<file path="config.mk">
export PLATFORM = sky130hd
export DESIGN_NAME = pooled_map_writer_flat
export DESIGN_NICKNAME = d
export VERILOG_FILES = /design/src/rtl/pooled_map_writer_if.sv /design/src/rtl/pooled_map_writer.sv /design/src/flat_wrapper.sv
export SDC_FILE = /design/constraint.sdc
export NUM_CORES = 1
export LEC_CHECK = 0
export ABC_AREA = 1
export CORE_MARGIN = 4
export CORE_UTILIZATION = 40
export DETAILED_ROUTE_END_ITERATION = 7
export SYNTH_ARGS = -nofsm -noshare
export SYNTH_HDL_FRONTEND = slang
export SYNTH_SLANG_ARGS = --single-unit
</file>
<file path="constraint.sdc">
create_clock -name clk -period 1.75 [get_ports clk]
set_input_delay 0.175 -clock clk [delete_from_list [all_inputs] [get_ports clk]]
set_output_delay 0.175 -clock clk [all_outputs]
set_load 0.05 [all_outputs]
</file>
<file path="src/rtl/pooled_map_writer_if.sv">
// pooled_map_writer_if: pooled-stream input, memory write port and status of pooled_map_writer.
// slave : the writer (consumes Clear/Data_In/Valid_In/Wr_Ready, drives the write port and status)
// master: the surrounding logic (drives inputs, observes the write port and status)
interface pooled_map_writer_if #(
  parameter int DATA_WIDHT = 32,
  parameter int ADDR_WIDTH = 16
);
  logic                  Clear;
  logic [DATA_WIDHT-1:0] Data_In;
  logic                  Valid_In;
  logic [DATA_WIDHT-1:0] Wr_Data;
  logic [ADDR_WIDTH-1:0] Wr_Addr;
  logic                  Wr_Valid;
  logic                  Wr_Ready;
  logic                  Wr_Last;
  logic                  Frame_Done;
  logic                  Overflow;
  logic                  Busy;
  modport slave (
    input  Clear, Data_In, Valid_In, Wr_Ready,
    output Wr_Data, Wr_Addr, Wr_Valid, Wr_Last, Frame_Done, Overflow, Busy
  );
  modport master (
    output Clear, Data_In, Valid_In, Wr_Ready,
    input  Wr_Data, Wr_Addr, Wr_Valid, Wr_Last, Frame_Done, Overflow, Busy
  );
endinterface

</file>
<file path="src/rtl/pooled_map_writer.sv">
// pooled_map_writer: buffers the pooled feature-map stream and writes it to memory at linear addresses.
// clk : rising-edge clock
// rst : asynchronous active-low reset
// bus : pooled_map_writer_if.slave -- Clear, Data_In/Valid_In in; Wr_* write port; Frame_Done/Overflow/Busy status
module pooled_map_writer #(
  parameter int DATA_WIDHT = 32,
  parameter int OUT_WIDHT  = 149,
  parameter int OUT_HEIGHT = 149,
  parameter int FIFO_DEPTH = 8,
  parameter int ADDR_WIDTH = 16,
  parameter int BASE_ADDR  = 0
) (
  input logic clk,
  input logic rst,
  pooled_map_writer_if.slave bus
);
  localparam int TOTAL = OUT_WIDHT * OUT_HEIGHT;
  localparam int CW    = $clog2(TOTAL + 1);
  localparam int PW    = $clog2(FIFO_DEPTH);
  localparam logic [CW-1:0] TOT  = CW'(TOTAL);
  localparam logic [CW-1:0] TOT1 = CW'(TOTAL - 1);
  typedef enum logic [1:0] {IDLE, ACTIVE, FLUSH, DONE} state_t;
  state_t                state_q, state_d;
  logic [PW:0]           wp_q, wp_d, rp_q, rp_d;
  logic [CW-1:0]         in_q, in_d, out_q, out_d;
  logic                  ovf_q, ovf_d;
  logic [DATA_WIDHT-1:0] mem_q [FIFO_DEPTH];
  logic                  empty, full, rd, wr, last, open_s, restart;
  // Pointers carry one wrap bit so full and empty are distinguishable.
  always_comb begin
    empty   = wp_q == rp_q;
    full    = (wp_q[PW] != rp_q[PW]) && (wp_q[PW-1:0] == rp_q[PW-1:0]);
    rd      = !empty && bus.Wr_Ready;
    last    = !empty && (out_q == TOT1);
    open_s  = (state_q == IDLE) || (state_q == ACTIVE);
    wr      = !bus.Clear && bus.Valid_In && open_s && (!full || rd);
    restart = bus.Clear || (state_q == DONE);
  end
  always_comb begin
    state_d = state_q;
    case (state_q)
      IDLE, ACTIVE: if (wr) state_d = (in_q + CW'(1) == TOT) ? FLUSH : ACTIVE;
      FLUSH:        if (rd && last) state_d = DONE;
      default:      state_d = IDLE;
    endcase
    if (bus.Clear) state_d = IDLE;
  end
  // out_q stops at TOTAL-1 on the final handshake; DONE then clears it.
  always_comb begin
    in_d  = restart ? '0 : wr ? in_q + CW'(1) : in_q;
    out_d = restart ? '0 : (rd && !last) ? out_q + CW'(1) : out_q;
    wp_d  = bus.Clear ? '0 : wr ? wp_q + (PW+1)'(1) : wp_q;
    rp_d  = bus.Clear ? '0 : rd ? rp_q + (PW+1)'(1) : rp_q;
    ovf_d = !bus.Clear && (ovf_q || (bus.Valid_In && !wr));
  end
  always_ff @(posedge clk or negedge rst) begin
    if (!rst) begin
      state_q <= IDLE;
      wp_q    <= '0;
      rp_q    <= '0;
      in_q    <= '0;
      out_q   <= '0;
      ovf_q   <= 1'b0;
    end else begin
      state_q <= state_d;
      wp_q    <= wp_d;
      rp_q    <= rp_d;
      in_q    <= in_d;
      out_q   <= out_d;
      ovf_q   <= ovf_d;
    end
  end
  always_ff @(posedge clk or negedge rst) begin
    if (!rst) begin
      for (int i = 0; i < FIFO_DEPTH; i++) mem_q[i] <= '0;
    end else if (wr) begin
      mem_q[wp_q[PW-1:0]] <= bus.Data_In;
    end
  end
  assign bus.Wr_Data    = mem_q[rp_q[PW-1:0]];
  assign bus.Wr_Addr    = ADDR_WIDTH'(BASE_ADDR + int'(out_q));
  assign bus.Wr_Valid   = !empty;
  assign bus.Wr_Last    = last;
  assign bus.Frame_Done = state_q == DONE;
  assign bus.Overflow   = ovf_q;
  assign bus.Busy       = state_q != IDLE;
endmodule

</file>
<file path="src/flat_wrapper.sv">
// flat-port wrapper written by rule: the top's interface ports become plain ports
module pooled_map_writer_flat 
#(
  parameter int DATA_WIDHT = 32,
  parameter int OUT_WIDHT  = 149,
  parameter int OUT_HEIGHT = 149,
  parameter int FIFO_DEPTH = 8,
  parameter int ADDR_WIDTH = 16,
  parameter int BASE_ADDR  = 0
)
  (clk, rst, bus_Clear, bus_Data_In, bus_Valid_In, bus_Wr_Ready, bus_Wr_Data, bus_Wr_Addr, bus_Wr_Valid, bus_Wr_Last, bus_Frame_Done, bus_Overflow, bus_Busy);
  pooled_map_writer_if #(.DATA_WIDHT(DATA_WIDHT), .ADDR_WIDTH(ADDR_WIDTH)) bus_i ();
  input logic clk;
  input logic rst;
  input wire logic [$bits(bus_i.Clear)-1:0] bus_Clear;
  input wire logic [$bits(bus_i.Data_In)-1:0] bus_Data_In;
  input wire logic [$bits(bus_i.Valid_In)-1:0] bus_Valid_In;
  input wire logic [$bits(bus_i.Wr_Ready)-1:0] bus_Wr_Ready;
  output wire logic [$bits(bus_i.Wr_Data)-1:0] bus_Wr_Data;
  output wire logic [$bits(bus_i.Wr_Addr)-1:0] bus_Wr_Addr;
  output wire logic [$bits(bus_i.Wr_Valid)-1:0] bus_Wr_Valid;
  output wire logic [$bits(bus_i.Wr_Last)-1:0] bus_Wr_Last;
  output wire logic [$bits(bus_i.Frame_Done)-1:0] bus_Frame_Done;
  output wire logic [$bits(bus_i.Overflow)-1:0] bus_Overflow;
  output wire logic [$bits(bus_i.Busy)-1:0] bus_Busy;
  assign bus_i.Clear = bus_Clear;
  assign bus_i.Data_In = bus_Data_In;
  assign bus_i.Valid_In = bus_Valid_In;
  assign bus_i.Wr_Ready = bus_Wr_Ready;
  assign bus_Wr_Data = bus_i.Wr_Data;
  assign bus_Wr_Addr = bus_i.Wr_Addr;
  assign bus_Wr_Valid = bus_i.Wr_Valid;
  assign bus_Wr_Last = bus_i.Wr_Last;
  assign bus_Frame_Done = bus_i.Frame_Done;
  assign bus_Overflow = bus_i.Overflow;
  assign bus_Busy = bus_i.Busy;
  pooled_map_writer #(.DATA_WIDHT(DATA_WIDHT), .OUT_WIDHT(OUT_WIDHT), .OUT_HEIGHT(OUT_HEIGHT), .FIFO_DEPTH(FIFO_DEPTH), .ADDR_WIDTH(ADDR_WIDTH), .BASE_ADDR(BASE_ADDR)) u_core (.clk(clk), .rst(rst), .bus(bus_i));
endmodule
</file>
-- Yosys cells after proc, flatten, opt, wreduce, memory -nomap -nowiden
Index checks and enable logic that the tools add are counted.
- register bits after elaboration: 297
- bits of input ports: 37
- logic and storage cells: 80
- output and inout bits: 53
- eq/ne operators: 10
- add/subtract/negate cells: 4
- reductions and logical operators: 28
- $lt $le $gt $ge: 3
- mux-type cells: 19
- bitwise gates (word level): 2
- operators by type and width (cell ; count):
    bitwise mux 256 bit ; 1
    binary-select mux 32 bit (select 3 bit) ; 1
    demux 32 bit (select 3 bit) ; 1
    2-to-1 mux 32 bit ; 3
    2-to-1 mux 15 bit ; 4
    adder 15 x 1 -> 15 bit, second input constant ; 2
    == test 15 bit, second input constant ; 2
    2-to-1 mux 4 bit ; 4
    logical AND 1 bit ; 11
    nonzero test 2 bit ; 5
    adder 4 x 1 -> 4 bit, second input constant ; 2
    >= comparator 4 bit, second input constant ; 2
    2-to-1 mux 2 bit ; 4
    inverter 3 -> 4 bit ; 2
    inequality test 3 x 2 -> 1 bit, second input constant ; 2
    zero test 1 bit ; 5
    == test 2 bit, second input constant ; 2
    == test 4 bit ; 1
    logical OR 1 bit ; 4
    < comparator 4 x 1 -> 1 bit, second input constant ; 1
    case mux 2 bit (2 select lines) ; 1
    == test 3 bit ; 1
    == test 2 x 1 -> 1 bit, second input constant ; 1
    zero test 2 bit ; 1
    other kinds (3) ; 3

-- Logic depth before layout (Yosys ltp)
Gate-level depths: netlist of run 1.
- word-level depth: 9
- mapped depth: 13
- mapped depth without buffers: 13

-- Least setup slack after synthesis of run 1
Ideal clock, no wire load.
- path type: register to output
- start point: register u_core.rp_q[0]
- end point: output bus_Wr_Data[25]
- cell stages (with the launch flop): 9
- slack: -0.598 ns
- arrival: 2.173 ns
- path buffers: 3
- data required time: 1.575 ns
- cell sequence: dfrtp_1 > inv_1 > buf_2 > buf_2 > clkbuf_1 > nor2_1 > o22ai_1 > nor2_1 > a31oi_1
- longest elaborated chain between the ends: 4
- ends and longest elaborated chain (item ; RTL line ; text):
    from (decl) ; pooled_map_writer.sv:24 ; logic [PW:0] wp_q, wp_d, rp_q, rp_d;
    from (signal assigned) ; pooled_map_writer.sv:67 ; rp_q <= rp_d;
    inverter 3 -> 4 bit (not written as such) ; pooled_map_writer.sv:80 ; assign bus.Wr_Data = mem_q[rp_q[PW-1:0]];
    binary-select mux 32 bit (select 3 bit) ; pooled_map_writer.sv:80 ;
    2-to-1 mux 32 bit (not written as such) (2 in series) ; pooled_map_writer.sv:80 ;
    to (decl) ; flat_wrapper.sv:19 ; output wire logic [$bits(bus_i.Wr_Data)-1:0] bus_Wr_Data;
No other way between the ends. The select of a mux whose other input is x is not followed.

-- Final worst setup path of run 1
- start point: register u_core.rp_q[0]
- end point: output bus_Wr_Data[31]
The elaborated chain is that of the path after synthesis.

==> results of run 1 <==
==> repair_timing <==
item	in CTS	in global routing
setup endpoints to repair	218	331
buffers inserted	16	21
endpoints found under the hold margin	167	0
pin swaps	14	15
cloned	19	50
gates resized for setup	239	527
hold buffers	1	0
==> worst min-delay path by stage <==
stage               startpoint                             to  slack [ns]  cells past startpoint
finish                     rst   u_core.mem_q[31]$_DFFE_PN0P_        0.16                      2
global route               rst     u_core.rp_q[2]$_DFFE_PN0P_        0.19                      2
CTS                        rst   u_core.mem_q[31]$_DFFE_PN0P_        0.18                      2
detailed placement         rst    u_core.out_q[2]$_DFFE_PN0P_        0.12                      1
global placement           rst    u_core.out_q[4]$_DFFE_PN0P_        0.12                      1
floorplan                  rst  u_core.bus.Overflow$_DFF_PN0_       -0.12                      0
==> kinds of logic (layout without fill, tap and decap cells) <==
family	count (synthesis)	count (layout)	share of synthesized area, %
other	1	1	0.0273
adders and majority gates	6	6	0.547
buffers and inverters	185	430	5.98
AOI/OAI and AO/OA	500	500	19.0
and+or+nand+nor	662	662	19.6
DFF	297	297	54.1
xor gates and xnor gates	11	11	0.756
==> placed cells by master (no fill, tap or decap), types with 8 or more instances in the layout <==
master / Yosys / routed
nor3_1: 15 / 12
o22ai_2: 0 / 8
buf_8: 0 / 14
xor2_1: 8 / 8
nand4_1: 8 / 8
nand3_1: 23 / 22
a31oi_4: 0 / 32
nor2_1: 262 / 232
buf_6: 2 / 58
clkbuf_1: 51 / 9
nand2_4: 1 / 61
a21oi_1: 12 / 11
o21ai_2: 0 / 150
clkbuf_16: 0 / 73
buf_16: 0 / 15
dfrtp_1: 297 / 283
o21ai_1: 160 / 164
buf_4: 18 / 68
o22ai_1: 36 / 28
clkdlybuf4s50_1: 0 / 35
nand2_1: 339 / 169
buf_12: 0 / 51
dfrtp_2: 0 / 13
o21ai_0: 251 / 90
nor2_2: 2 / 25
nand2_2: 0 / 109
clkinv_2: 0 / 9
inv_1: 73 / 68
==> through the flow <==
stage | area (µm²) | setup slack (ns)
finish | 21300 | -0.650
floorplan | 14300 | -0.0180
global placement | 16100 | -0.201
CTS | 18500 | -0.541
detailed placement | 16100 | -0.245
global route | 21300 | -0.651
==> routing by layer <==
layer  vias up  GRT usage (%)  routed length (µm)  share of wire [%]
li1       6062              -                   -                  -
met1      6723           31.6               21700                 41
met2       637           34.9               24700                 47
met3       176           3.48                4050                7.7
met4         0           5.87                2410                4.6
met5         -              0                   0                  0
==> flip-flops by register name, indices dropped and copies added, names as in the netlist <==
| signal | count |
|---|---|
| u_core.mem_q | 256 |
| u_core.rp_q | 4 |
| u_core.state_q | 2 |
| u_core.out_q | 15 |
| u_core.bus.Overflow | 1 |
| u_core.wp_q | 4 |
| u_core.in_q | 15 |
==> critical path: stages, from the launching register on <==
cell and delay (ns):
dfrtp_4 0.53, buf_12 0.18, buf_12 0.15, nor2_1 0.06, nor2_1 0.09, o21ai_0 0.20, a31oi_4 0.29, buf_6 0.19
==> cell type report <==
cell class,instances,share of cell area (%)
multi-input cells,1180,35.6
clock buffers,49,4.65
clock inverters,14,0.653
well taps,448,2.63
flip-flops and latches,297,35.0
inverters,78,1.61
repair buffers,287,19.7
repair inverters,2,0.129
==> power by group <==
part | internal (µW) | switching, µW
clock network | 4270 | 3030
registers | 8080 | 1040
logic | 4190 | 5540
total | 16500 | 9600
==> flow_summary.yaml, run 1 <==
run_status:
  status: "finished with violations"
  violations: "negative setup slack"
timing:
  min_period_over_period_pct: 137
  min_period_ns: 2.40
  tightest_slew_ns: 0.507
  worst_hold_slack_ns: 0.162
  worst_slack_ns: -0.650
  relSlewSlack_pct: 65.9
  fin_setup_tns_ns: -126.32
  skew_ns: 0.0276
  hold_viol: 0
  final-max-slew-violation-count: 0
  rsz0062_at_grt: "true"
  setup_violations: 331
  max_freq_ghz: 0.417
flow_run:
  cap_violations: 0
final_layout:
  final_core_util_pct: 63.1
  fin_nets: 1924
  regArea_mm2: 0.00745
  nFillCells: 2682
  finalNonFillerCells: 2355
  syn2layout_area_growth_pct: 55.0
  multi_input_area_mm2: 0.00758
  final_layout_size_suffix_gt1_share_pct: 38.7
  n_antenna_cell: 0
logic_synthesis:
  yosysTopAreaCellShare_pct: 54.1
  ys_warn_count: 0
  yosys-top-cells-area: "dfrtp_1 54%, nand2_1 9.3%, o21ai_0 9.1%"
  synth.distinct_cells: 37
  yosysSeqAreaShare_pct: 54.1
  yosys-top-cells-count: "339 x nand2_1, 297 x dfrtp_1, 262 x nor2_1"
  synth_ff_type: "dfrtp_1"
  async_reset_ff_share_pct: 100
  ys_seq_elements: 297
  synth.avg_cell_area_um2: 8.26
  synth_top_cell_by_area: "dfrtp_1"
  syn-num-nets: 1705
  yosysMostFrequentCell: "nand2_1"
  syn_inst: 1662
  syn_area_mm2: 0.0137
  synth_edf_count: 0
detailed_routing:
  viasPerCell: 5.77
  dr.first_iter.drc_count: 1323
  drc: 0
  wl_per_cell_um: 22.4
  ant_nets: 0
  firstDrtPassIters: 5
  vias: 13598
  routed_wl_um: 52800
critical_path:
  r2r_end: "u_core.mem_q[255]$_DFFE_PN0P_"
  critPathLaunchType: "flop"
  r2r_cells: 13
  required_ns: 1.57
  r2r_slack_ns: -0.51
  startpoint: "u_core.rp_q[0]$_DFFE_PN0P_"
  r2r-start: "u_core.rp_q[0]$_DFFE_PN0P_"
  cp_max_fo: 11
  end_kind: "output port"
  crit_arrival_ns: 2.22
  path_class: "flop to output port"
  crit_end: "bus_Wr_Data[31]"
placement:
  dp_hpwl_um: 23500
  port-buffer-count: 88
  dp.cells: 2189
  gp_congestion: 0.863
floorplan:
  fp.dieW_um: 193
  die_area_mm2: 0.0374
  io_pins: 90
  die_height_um: 193
  start_util_pct: 40.8
  core_mm2: 0.0337
  rows: 67
global_routing:
  grt_remaining_overflow: 0
  antenna_found_initial: 0
  grt_pass1_wl_um: 67500
  grt_pass1_vias: 12066
  grt_max_degree: 59
  grt_use_total_pct: 22.0
clocking:
  cts_buffer_depth: 3
  clk_pin_slew_worst_paths_ns: 0.06
  cts_buffers: 35
  cts-htree-levels: 2
  cts.sinks: 297
  clkLatencyLatePin_ns: 0.54
  cts_root_buf: "clkbuf_16"
  cts_tree: "yes"
pwr:
  leakage_uw: 0.00943
  vdd_drop_max_mv: 0.919
  power_density_mw_per_mm2: 1230
  power_uw: 26100
hold_path:
  hold_path.class: "input pin to asynchronous set/reset pin"
No activity file was read; power rests on OpenSTA's default activity.
==> run 2, diff against run 1 <==
ABC_AREA = 0   (was 1)
==> run 2 against run 1 <==
Net effect:
- first-iteration DRC count decreased by 75%
- non-clock buffer count decreased by 45
- routed wire length decreased by 34%
- the flow still finishes with violations (negative setup slack)
- clock power decreased by 6.3%
- largest cell class is now flip-flops and latches
- combinational power decreased by 22%
==> flow_summary.yaml, run 2 <==
run_status:
  status: "finished with violations"
  violations: "negative setup slack"
pwr:
  seq_power_share_pct: 37.9
  p_clk_share_pct: 29.5
  power_switching_share_pct: 29.6
  power_density_mw_per_mm2: 1240
  switchingPower_uw: 6860
  vdd_drop_max_mv: 0.773
  power.internal_uw: 16300
  pwr-share-comb_pct: 32.6
  leakage_uw: 0.00852
logic_synthesis:
  async_reset_ff_share_pct: 100
  syn_inst: 947
  yosysMostFrequentCell: "dfrtp_1"
  synth.avg_cell_area_um2: 14.8
  yosys-top-cells-count: "297 x dfrtp_1, 284 x mux2_2, 64 x mux4_2"
  synth_top_cell_by_area: "dfrtp_1"
  yosysTopAreaCellShare_pct: 52.9
  synth.distinct_cells: 53
  synth_ff_type: "dfrtp_1"
  syn-num-nets: 990
  synth_edf_count: 0
  syn_area_mm2: 0.0140
  yosys-top-cells-area: "dfrtp_1 53%, mux2_2 23%, mux4_2 10%"
  yosysSeqAreaShare_pct: 52.9
  ys_warn_count: 0
  ys_seq_elements: 297
critical_path:
  crit_arrival_ns: 2.90
  path_class: "flop to flop"
  critPathLaunchType: "flop"
  required_ns: 2.15
  cp_max_fo: 6
  end_kind: "flop"
global_routing:
  grt_remaining_overflow: 0
  antenna_found_initial: 0
  grt_use_met2_pct: 29.5
  grt_pass1_vias: 9490
  grt_pass1_wl_um: 55100
  grt_max_degree: 77
  grt.busiest_layer: "met2"
  gr-usage-met3_pct: 2.78
  grt_use_met1_pct: 25.8
  grt_use_total_pct: 18.0
timing:
  max_freq_ghz: 0.399
  worst_slack_ns: -0.757
  relSlewSlack_pct: 46.1
  skew_ns: 0.0115
  min_period_ns: 2.51
  worst_hold_slack_ns: 0.154
  tightest_slew_ns: 0.809
  fin_setup_tns_ns: -206.98
  final-max-slew-violation-count: 0
  hold_viol: 0
  min_period_over_period_pct: 143
  rsz0062_at_grt: "true"
  setup_violations: 332
floorplan:
  io_pins: 90
  die_area_mm2: 0.0382
  rows: 68
  core_mm2: 0.0345
  fp.dieW_um: 195
  die_height_um: 195
  start_util_pct: 40.6
clocking:
  cts_tree: "yes"
  cts_buffers: 34
  cts.sinks: 297
  cts_buffer_depth: 3
  cts_root_buf: "clkbuf_16"
  cts-htree-levels: 2
  clkLatencyLatePin_ns: 0.51
  clk_pin_slew_worst_paths_ns: 0.06
detailed_routing:
  wl_per_cell_um: 21.4
  firstDrtPassIters: 4
  drc: 0
  viasPerCell: 5.37
  vias: 8826
  routed_wl_um: 35100
  dr.first_iter.drc_count: 326
  ant_nets: 0
final_layout:
  syn2layout_area_growth_pct: 33.5
  largestRegisters: "u_core.mem_q: 256 flops, u_core.in_q: 15 flops, u_core.out_q: 15 flops"
  finalNonFillerCells: 1643
  largest_reg_flops: 256
  n_antenna_cell: 0
  final_cell_mix: "286 x dfrtp_1, 185 x mux2_2, 108 x mux2_4"
  final_layout_size_suffix_gt1_share_pct: 54.8
  fin_nets: 1208
  regMostFlops: "u_core.mem_q"
  layout_commonest_cell: "dfrtp_1"
placement:
  dp_hpwl_um: 20100
  gp_congestion: 0.833
  port-buffer-count: 88
  dp.cells: 1542
hold_path:
  hold_path.class: "input pin to asynchronous set/reset pin"
flow_run:
  cap_violations: 0
## run 2: final timing paths
check | cells after the start | startpoint | end | slack [ns]
hold / removal | 2 | rst | u_core.out_q[8]$_DFFE_PN0P_ | 0.15
hold reg to reg | 1 | u_core.mem_q[144]$_DFFE_PN0P_ | u_core.mem_q[144]$_DFFE_PN0P_ | 0.50
max in group asynchronous | 3 | rst | u_core.mem_q[43]$_DFFE_PN0P_ | 0.87
min in group clk | 2 | bus_Data_In[25] | u_core.mem_q[121]$_DFFE_PN0P_ | 0.48
setup reg to reg | 10 | u_core.rp_q[0]$_DFFE_PN0P_ | u_core.mem_q[97]$_DFFE_PN0P_ | -0.76
setup / recovery | 10 | u_core.rp_q[0]$_DFFE_PN0P_ | u_core.mem_q[97]$_DFFE_PN0P_ | -0.76
## run 2: per-layer routing
metal  up-vias  part of all wire (%)
met5         -                     0
met4         0                   1.7
met3        46                   3.7
met2       141                    49
met1      4666                    46
li1       3973                     -
## run 2: cells by family after synthesis
group / after synthesis / share of synthesized area (%)
AO/OA/AOI/OAI: 45 / 2.32
multiplexers: 368 / 34.5
buffers and inverters: 73 / 2.73
flip-flops: 297 / 52.9
XOR/XNOR: 21 / 1.31
other: 1 / 0.0267
adder cells (fa/ha/maj): 6 / 0.535
AND/OR/NAND/NOR: 136 / 5.61
## run 2: stage by stage
stage,power [µW],area [µm²],util [%],setup slack [ns]
final,23200,18700,54.3,-0.757
after global routing,24300,18700,54.3,-0.812
after CTS,23200,18500,53.4,-0.772
after detailed placement,15300,16400,47.5,-0.577
after global placement,15200,16400,47.5,-0.570
after floorplan,13600,14500,-,-0.480
## run 2: cell type report
class / instances / area (µm²)
clock buffer: 50 / 982
clock inverter: 9 / 92.6
fill: 2860 / 15800
inverter: 13 / 48.8
multi-input combinational: 577 / 6780
sequential: 297 / 7450
tap: 455 / 569
timing repair buffer: 242 / 2820
## run 2: repair_timing
action | in CTS | in global routing
pin swaps | 5 | 2
setup buffers | 21 | 7
setup endpoints to repair | 330 | 332
endpoints found under the hold margin | 233 | 0
cloned | 12 | 7
resized for setup | 109 | 61
hold buffers | 1 | 0
## run 2: power groups by stage
stage | combinational [µW] | sequential [µW] | clock, µW
finish | 7560 | 8780 | 6840
global route | 8010 | 8940 | 7320
CTS | 7460 | 8760 | 7000
detailed placement | 6410 | 8850 | 0
floorplan | 4850 | 8700 | 0
global placement | 6340 | 8810 | 0
## run 2: worst max-delay path, stage by stage, from the launching register on
cell and delay (ns):
dfrtp_4 0.49, buf_6 0.13, xor2_2 0.17, or3_4 0.35, buf_6 0.13, o211a_4 0.25
nand4_1 0.11, buf_6 0.18, buf_12 0.14, buf_16 0.14, mux2_4 0.30
==> run 3, diff against run 2 <==
TNS_END_PERCENT = 1   (was default)
==> run 3 against run 2 <==
Net effect:
- the run still ends with negative setup slack left
- setup slack better by 0.026 ns
- cell count is 2.2% lower
- cell area is 2.1% lower
- hold slack better by 0.019 ns
- combinational power is 3.3% lower
- register-to-register slack better by 0.19 ns
- flip-flop and latch count stayed put
- via count is 2.5% lower
- power is 1.6% higher
- global-route usage is 0.72 points lower
- first-iteration DRC count is 19% higher
- clock-buffer cell count is 1 lower
- critical path type is now flop to output port
- largest power group unchanged
==> flow_summary.yaml, run 3 (same netlist as run 2, synthesis figures left out) <==
run_status:
  violations: "negative setup slack"
  status: "finished with violations"
placement:
  port-buffer-count: 88
  dp.cells: 1537
  gp_congestion: 0.792
  pre_cts_slack_ns: -0.477
  dp_hpwl_um: 20000
critical_path:
  cp_max_fo: 4
  crit_arrival_ns: 2.31
  critical_path.slowest_cell: "dfrtp_4"
  required_ns: 1.57
  crit_path_cell_trace: "xor2_2 -> or3_4 -> buf_6 -> buf_6 -> or2_4 -> nor2b_4 -> buf_6"
  cp_slowest_stage_delay_ns: 0.50
  end_kind: "output port"
  path_class: "flop to output port"
  critPathLaunchType: "flop"
  crit_top_cell: "buf_6"
  r2r_slack_ns: -0.57
  crit_family: "simple AND/OR/NAND/NOR gates"
  r2r-start: "u_core.rp_q[0]$_DFFE_PN0P_"
  path_buf_inv: 3
  r2r_end: "u_core.mem_q[113]$_DFFE_PN0P_"
  r2r_cells: 7
  startpoint: "u_core.rp_q[0]$_DFFE_PN0P_"
detailed_routing:
  drc: 0
  viasPerCell: 5.35
  firstDrtPassIters: 6
  dr.first_iter.drc_count: 388
  vias: 8602
  ant_nets: 0
  wl_per_cell_um: 20.6
  routed_wl_um: 33100
timing:
  setup_violations: 327
  skew_ns: 0.0116
  worst_hold_slack_ns: 0.173
  worst_slack_ns: -0.730
  final-max-slew-violation-count: 0
  max_freq_ghz: 0.403
  hold_viol: 0
  relSlewSlack_pct: 50.9
  min_period_over_period_pct: 142
  fin_setup_tns_ns: -156.78
  min_period_ns: 2.48
  rsz0062_at_grt: "true"
  tightest_slew_ns: 0.737
global_routing:
  antenna_found_initial: 0
  grt_remaining_overflow: 0
  grt_pass1_wl_um: 53400
  grt_pass1_vias: 9288
  grt_use_total_pct: 17.3
  grt_max_degree: 57
floorplan:
  rows: 68
  core_mm2: 0.0345
  fp.dieW_um: 195
  die_height_um: 195
  start_util_pct: 40.6
  io_pins: 90
  die_area_mm2: 0.0382
clocking:
  cts_buffer_depth: 3
  cts-htree-levels: 2
  clkLatencyLatePin_ns: 0.51
  cts.sinks: 297
  cts_buffers: 35
  cts_root_buf: "clkbuf_16"
  cts_tree: "yes"
  clk_pin_slew_worst_paths_ns: 0.06
flow_run:
  cap_violations: 0
final_layout:
  regMostFlops: "u_core.mem_q"
  final_layout_size_suffix_gt1_share_pct: 53.6
  fin_nets: 1172
  nFillCells: 2860
  final_cell_mix: "293 x dfrtp_1, 176 x mux2_2, 114 x mux2_4"
  largestRegisters: "u_core.mem_q: 256 flops, u_core.in_q: 15 flops, u_core.out_q: 15 flops"
  layout_commonest_cell: "dfrtp_1"
  n_antenna_cell: 0
  syn2layout_area_growth_pct: 30.7
  largest_reg_flops: 256
  finalNonFillerCells: 1607
pwr:
  power_uw: 23600
  leakage_uw: 0.00835
  power_density_mw_per_mm2: 1280
  vdd_drop_max_mv: 1.10
hold_path:
  hold_path.class: "input pin to asynchronous set/reset pin"
==> run 3: worst max-delay path by stage <==
stage,slack [ns],endpoint,depth (start not counted)
finish,-0.73,bus_Wr_Last,7
detailed placement,-0.48,u_core.mem_q[116]$_DFFE_PN0P_,6
CTS,-0.81,bus_Wr_Data[3],6
global route,-0.77,bus_Wr_Last,7
global placement,-0.45,u_core.mem_q[179]$_DFFE_PN0P_,8
floorplan,-0.48,u_core.mem_q[100]$_DFFE_PN0P_,8
==> run 3: area by class of cell <==
type	count	area, µm²	share of cell area [%]
sequential	297	7440	40.5
tap	455	569	3.10
multi-input combinational	577	6840	37.3
clock buffer	49	1020	5.55
clock inverter	11	161	0.880
timing repair buffer	205	2270	12.4
inverter	13	48.8	0.266
==> run 3: worst reg2reg max path, stage by stage, from the launching register on <==
cell and delay [ns]:
dfrtp_4 0.50, xor2_2 0.19, or3_4 0.35, buf_6 0.12, o211a_4 0.26, nand4_1 0.20
buf_12 0.24, mux2_2 0.36
==> run 3: power by group <==
part | leakage, µW | internal [µW] | switching [µW]
combinational | 0.00391 | 3970 | 3340
sequential | 0.00385 | 8150 | 678
clock | 0.000583 | 4640 | 2790
total | 0.00835 | 16800 | 6810
==> run 3: stage by stage <==
stage / util, % / instance area [µm²]
detailed placement: 47.1 / 16300
global placement: 47.1 / 16300
CTS: 52.8 / 18200
floorplan: - / 14200
finish: 53.1 / 18400
global route: 53.1 / 18400
==> run 3: routing by layer <==
metal	vias up	wire (µm)	part of all wire [%]	track usage, %
met2	128	16500	50	29.0
li1	3889	-	-	-
met4	0	650	2.0	4.42
met5	-	0	0	0
met1	4536	14900	45	24.0
met3	49	1030	3.1	2.43
==> run 3: repair_timing <==
item / in CTS / in global routing
endpoints found under the setup margin: 323 / 330
hold endpoints to repair: 220 / 0
hold buffers: 1 / 0
resized for setup: 148 / 40
pin swaps: 20 / 4
gates cloned: 4 / 0
setup buffers: 4 / 5
